### config.mk
export PLATFORM = sky130hd
export DESIGN_NAME = multicycle_seq
export DESIGN_NICKNAME = d
export VERILOG_FILES = /design/src/rtl/multicycle_seq.sv
export SDC_FILE = /design/constraint.sdc
export NUM_CORES = 1
export LEC_CHECK = 0
export ABC_CLOCK_PERIOD_IN_PS = 2500
export CAP_MARGIN = 0
export CORE_MARGIN = 4
export CORE_UTILIZATION = 40
export DETAILED_ROUTE_END_ITERATION = 8
export DONT_BUFFER_PORTS = 1
export REMOVE_ABC_BUFFERS = 1
export SYNTH_ARGS = -nofsm -noshare
export SYNTH_HDL_FRONTEND = slang
export SYNTH_SLANG_ARGS = --single-unit
### constraint.sdc
create_clock -name clk -period 2.5 [get_ports clk]
set_clock_uncertainty 0.15 [all_clocks]
set_input_delay 0.75 -clock clk [delete_from_list [all_inputs] [get_ports clk]]
set_output_delay 0.75 -clock clk [all_outputs]
set_load 0.01 [all_outputs]
### src/rtl/multicycle_seq.sv
`default_nettype none
//==============================================================================
// Module   : multicycle_seq
// Brief    : Multicycle instruction sequencer (FETCH/DECODE/EXEC/MEM/WB/HALT)
//            with a per-transaction memory wait timeout. Define SEQ_PERF_CNT_EN
//            to add the cycle_cnt / instret_cnt performance counters.
// Revision : 1.0 - initial release
//==============================================================================
module multicycle_seq #(
    parameter int unsigned WAIT_MAX = 255
) (
    input  logic        clk,
    input  logic        rst,
    input  logic        dec_regwr,
    input  logic        dec_memwr,
    input  logic        dec_memtoreg,
    input  logic        dec_branch,
    input  logic        dec_jump,
    input  logic        dec_illegal,
    input  logic        branch_taken,
    input  logic        mem_ready,
    output logic        mem_req,
    output logic        mem_sel,
    output logic        mem_we,
    output logic        ir_load,
    output logic        pc_load,
    output logic        pc_sel_target,
    output logic        rf_we,
    output logic        halted,
    output logic        bus_err,
    output logic [2:0]  state
`ifdef SEQ_PERF_CNT_EN
    ,
    output logic [31:0] cycle_cnt,
    output logic [31:0] instret_cnt
`endif
);

    localparam logic [2:0]  c_FETCH    = 3'd0;
    localparam logic [2:0]  c_DECODE   = 3'd1;
    localparam logic [2:0]  c_EXEC     = 3'd2;
    localparam logic [2:0]  c_MEM      = 3'd3;
    localparam logic [2:0]  c_WB       = 3'd4;
    localparam logic [2:0]  c_HALT     = 3'd5;
    localparam logic [15:0] c_WAIT_MAX = 16'(WAIT_MAX);

    logic [2:0]  r_state;
    logic [15:0] r_wait_cnt;
    logic        r_bus_err;

    logic [2:0]  w_state_nxt;
    logic [15:0] w_wait_cnt_nxt;
    logic        w_timeout;
    logic        w_mem_req;
    logic        w_mem_sel;
    logic        w_mem_we;
    logic        w_ir_load;
    logic        w_pc_load;
    logic        w_pc_sel_target;
    logic        w_rf_we;

    always_comb begin
        w_state_nxt     = r_state;
        w_timeout       = 1'b0;
        w_mem_req       = 1'b0;
        w_mem_sel       = 1'b0;
        w_mem_we        = 1'b0;
        w_ir_load       = 1'b0;
        w_pc_load       = 1'b0;
        w_pc_sel_target = 1'b0;
        w_rf_we         = 1'b0;
        case (r_state)
            c_FETCH: begin
                w_mem_req = 1'b1;
                if (mem_ready) begin
                    w_ir_load   = 1'b1;
                    w_state_nxt = c_DECODE;
                end else if (r_wait_cnt == c_WAIT_MAX) begin
                    w_timeout   = 1'b1;
                    w_state_nxt = c_HALT;
                end
            end
            c_DECODE: begin
                w_state_nxt = dec_illegal ? c_HALT : c_EXEC;
            end
            c_EXEC: begin
                w_state_nxt = (dec_memwr | dec_memtoreg) ? c_MEM : c_WB;
            end
            c_MEM: begin
                w_mem_req = 1'b1;
                w_mem_sel = 1'b1;
                w_mem_we  = dec_memwr;
                if (mem_ready) begin
                    w_state_nxt = c_WB;
                end else if (r_wait_cnt == c_WAIT_MAX) begin
                    w_timeout   = 1'b1;
                    w_state_nxt = c_HALT;
                end
            end
            c_WB: begin
                w_pc_load       = 1'b1;
                w_rf_we         = dec_regwr;
                w_pc_sel_target = dec_jump | (dec_branch & branch_taken);
                w_state_nxt     = c_FETCH;
            end
            c_HALT: begin
                w_state_nxt = c_HALT;
            end
            default: begin
                w_state_nxt = c_HALT;
            end
        endcase
    end

    // Counter restarts whenever a new request phase is entered
    always_comb begin
        w_wait_cnt_nxt = r_wait_cnt;
        if ((w_state_nxt != r_state) && ((w_state_nxt == c_FETCH) || (w_state_nxt == c_MEM))) begin
            w_wait_cnt_nxt = 16'd0;
        end else if (w_mem_req && !mem_ready) begin
            w_wait_cnt_nxt = r_wait_cnt + 16'd1;
        end
    end

    always_ff @(posedge clk) begin
        if (rst) begin
            r_state    <= c_FETCH;
            r_wait_cnt <= 16'd0;
            r_bus_err  <= 1'b0;
        end else begin
            r_state    <= w_state_nxt;
            r_wait_cnt <= w_wait_cnt_nxt;
            if (w_timeout) begin
                r_bus_err <= 1'b1;
            end
        end
    end

    // Reset forces every output low in the same cycle, abandoning any request
    assign mem_req       = w_mem_req & ~rst;
    assign mem_sel       = w_mem_sel & ~rst;
    assign mem_we        = w_mem_we & ~rst;
    assign ir_load       = w_ir_load & ~rst;
    assign pc_load       = w_pc_load & ~rst;
    assign pc_sel_target = w_pc_sel_target & ~rst;
    assign rf_we         = w_rf_we & ~rst;
    assign halted        = (r_state == c_HALT) & ~rst;
    assign bus_err       = r_bus_err & ~rst;
    assign state         = rst ? 3'd0 : r_state;

`ifdef SEQ_PERF_CNT_EN
    logic [31:0] r_cycle_cnt;
    logic [31:0] r_instret_cnt;

    always_ff @(posedge clk) begin
        if (rst) begin
            r_cycle_cnt   <= 32'd0;
            r_instret_cnt <= 32'd0;
        end else begin
            if (r_state != c_HALT) begin
                r_cycle_cnt <= r_cycle_cnt + 32'd1;
            end
            if (r_state == c_WB) begin
                r_instret_cnt <= r_instret_cnt + 32'd1;
            end
        end
    end

    assign cycle_cnt   = rst ? 32'd0 : r_cycle_cnt;
    assign instret_cnt = rst ? 32'd0 : r_instret_cnt;
`endif

endmodule
`default_nettype wire

==> reports/results.ini <==
[logic_synthesis]
async_flop_share_pct=0
synth_area_leaders=dfxtp_1 (30%), a211oi_2 (9.3%), xor2_1 (6.5%)
ys.flop_type=dfxtp_1
synth_cells=144
ys_ff_latch=20
synth_edf_count=0
yosysTopAreaCell=dfxtp_1
netlist_area_um2=1353
avgSynthCellArea_um2=9.393
synth.top_cell.area_share_pct=29.60
yosysWarnings=0
synth_cell_types=45
ys_seq_area_share_pct=29.60

[hold_path]
hold_depth=1
hold_start=rst
hold_class=input port to register
hold-path-endpoint=r_wait_cnt[2]

[finish]
diodes=0
final_cells=190
multiInputGateArea_um2=845.8
ff_latch_area_um2=402.9
drive_gt1_share_pct=24.66
nNetsFinal=158
fill_cells=326
syn2layout_area_growth_pct=4.440

[power]
vdd_drop_max_v=0.0002597
switching_share_pct=31.07
combPwrFrac_pct=24.1
p_seq_share_pct=48.8
p_int_w=0.0004913
power_leakage_nw=0.4693
power_density_nw_per_um2=504.5
pwr-share-clk_pct=27.1
p_sw_w=0.0002214

[global_route]
track_usage_pct=14.51
grt_start_max_net_pins=27
grt_pass1_wl_mm=4.954
first_global_vias=1109
overflow=0
antenna_found_initial=0

[critical_path]
r2r-end=r_wait_cnt[1]
worst-setup-path-type=register to primary output
rr_startpoint=r_wait_cnt[0]
max_stage_delay_ns=0.55
cp_slowest_cell=dfxtp_1
crit_chain=nand2b_1 > nor4_1 > buf_4
crit_path_end_kind=primary output
crit_fanout=9
worst_ep_required_time_ns=1.60
arrival_ns=1.47
critPathLaunchType=register
reg2reg_depth=7
reg2reg_slack_ns=0.30

[routing]
wl_met3_um=80
dr.pass1.iters=4
wl_met1_mm=1.250
wl_met2_mm=1.393
highest_layer=met4
via_count=1083
viasPerCell=5.700
drc=0
post_drt_wl_per_cell_um=14.52
detail-route-antenna-nets=0
initialDrtViolationCount=29
routed_wl_mm=2.759

[clock_tree]
htreeDepth=1
cts-root-buf=clkbuf_4
cts_made_buffers=3
cts_tree=yes
clkSlewWorstSetupHoldPaths_ns=0.12
cts_buffer_depth=2
clkSinkCount=20
post_cts_buffers=0
clk_latency_ns=0.32

[die]
initial_core_util_pct=42.90
core-area_um2=3153
rows=20
fp.dieH_um=66.15
io_pins=22
die_w_um=66.15
die_area_um2=4376

[sta]
slew_headroom_pct=64.23
period_needed_ns=2.366
tns_ns=0
max_freq_mhz=422.7
worst_pin_slew_ns=0.5353
rsz0062_at_grt=false
slew_violations=0
final-setup-viol-count=0
finalHoldViolations=0
fin_crit_sh_pct=94.62

[run_status]
status=finished, final reports clean

[placement]
io_buffers=0
dp_hpwl_mm=1.976
dp_cells=186
gp_congestion=0.7470

[job]
drv_cap=0

-- power by group through the flow --
stage / Combinational (W) / Clock [W] / Sequential [W]
4_1_cts: 0.000173 / 0.000198 / 0.000346
3_5_place_dp: 0.000172 / 0 / 0.000353
6_report: 0.000172 / 0.000193 / 0.000348
2_1_floorplan: 0.000116 / 0 / 0.000350
3_3_place_gp: 0.000167 / 0 / 0.000353
5_1_grt: 0.000188 / 0.000217 / 0.000350
-- cells by family (layout without fill, tap and decap cells) --
kind of cell | count (synthesis) | after routing | share of synthesized area [%]
fa+ha+maj | 1 | 1 | 0.9249
xor+xnor | 15 | 15 | 9.713
buf+inv | 11 | 13 | 8.233
flops | 20 | 20 | 29.60
simple gates | 66 | 66 | 28.31
compound gates | 31 | 31 | 23.22
-- cell usage in the layout, fill, tap and decap left out, types with 6 or more instances in the layout --
cell and instances:
nand2_1 9, nand3_1 9, buf_4 6, dfxtp_1 18
a211oi_2 10, xor2_1 10, nor2_1 10
-- through the flow --
stage | setup WS, ns | hold slack (ns) | utilization [%] | cell area, µm² | power (W)
after floorplan | 0.05372 | 0.2823 | - | 1249 | 0.0004664
after global placement | 0.1632 | 0.3354 | 43.41 | 1369 | 0.0005205
after detailed placement | 0.06746 | 0.3099 | 43.41 | 1369 | 0.0005255
after CTS | 0.007378 | 0.3252 | 44.56 | 1405 | 0.0007171
after global routing | 0.001527 | 0.3097 | 44.80 | 1413 | 0.0007557
final | 0.1345 | 0.3308 | 44.80 | 1413 | 0.0007127
-- how the worst max path moves through the flow --
| stage | from | end | slack, ns |
|---|---|---|---|
| global placement | r_state[0] | r_wait_cnt[1] | 0.16 |
| CTS | r_state[0] | mem_we | 0.007 |
| floorplan | dec_memtoreg | r_wait_cnt[1] | 0.05 |
| global route | r_state[2] | pc_sel_target | 0.002 |
| finish | r_state[2] | pc_sel_target | 0.13 |
| detailed placement | r_wait_cnt[0] | r_wait_cnt[1] | 0.07 |
-- repair_timing --
action	in CTS	in global routing
hold buffers	0	0
setup endpoints to repair	0	17
resized for setup	0	3
-- sequential cells by signal (all words and copies together) (netlist names) --
| name | flops |
|---|---|
| r_wait_cnt | 16 |
| r_state | 3 |
| r_bus_err | 1 |
-- synthesized netlist by cell type (all sizes together) (2+ instances only) --
library cell and n:
buf 6, nor2b 5, a31oi 2, clkbuf 2, nand3 9, a211oi 15, dfxtp 20, nor4 3
xnor2 5, and2 3, nand4 3, nor2 12, xor2 10, nand2 9, nand2b 2, and3 5
and4 5, inv 2, o21ai 2, nor3 4, o21a 2, a21oi 4
-- area by class of cell --
class | count | area share [%]
timing repair buffer | 7 | 4.606
inverter | 2 | 0.5314
clock buffer | 4 | 2.569
sequential | 20 | 28.52
tap | 44 | 3.897
multi-input combinational | 113 | 59.88
-- worst max-delay path: cells and delay by family (launching register included) --
kind | cells | cell delay [ns]
buffers and inverters | 1 | 0.17
DFF | 1 | 0.55
and+or+nand+nor | 2 | 0.44
-- layer usage --
layer,global-route usage [%],up-vias
met5,0,-
met4,5.584,0
met3,4.252,5
met2,23.92,14
met1,17.63,527
li1,-,537
Note: power is estimated with default switching activity, not from simulation.
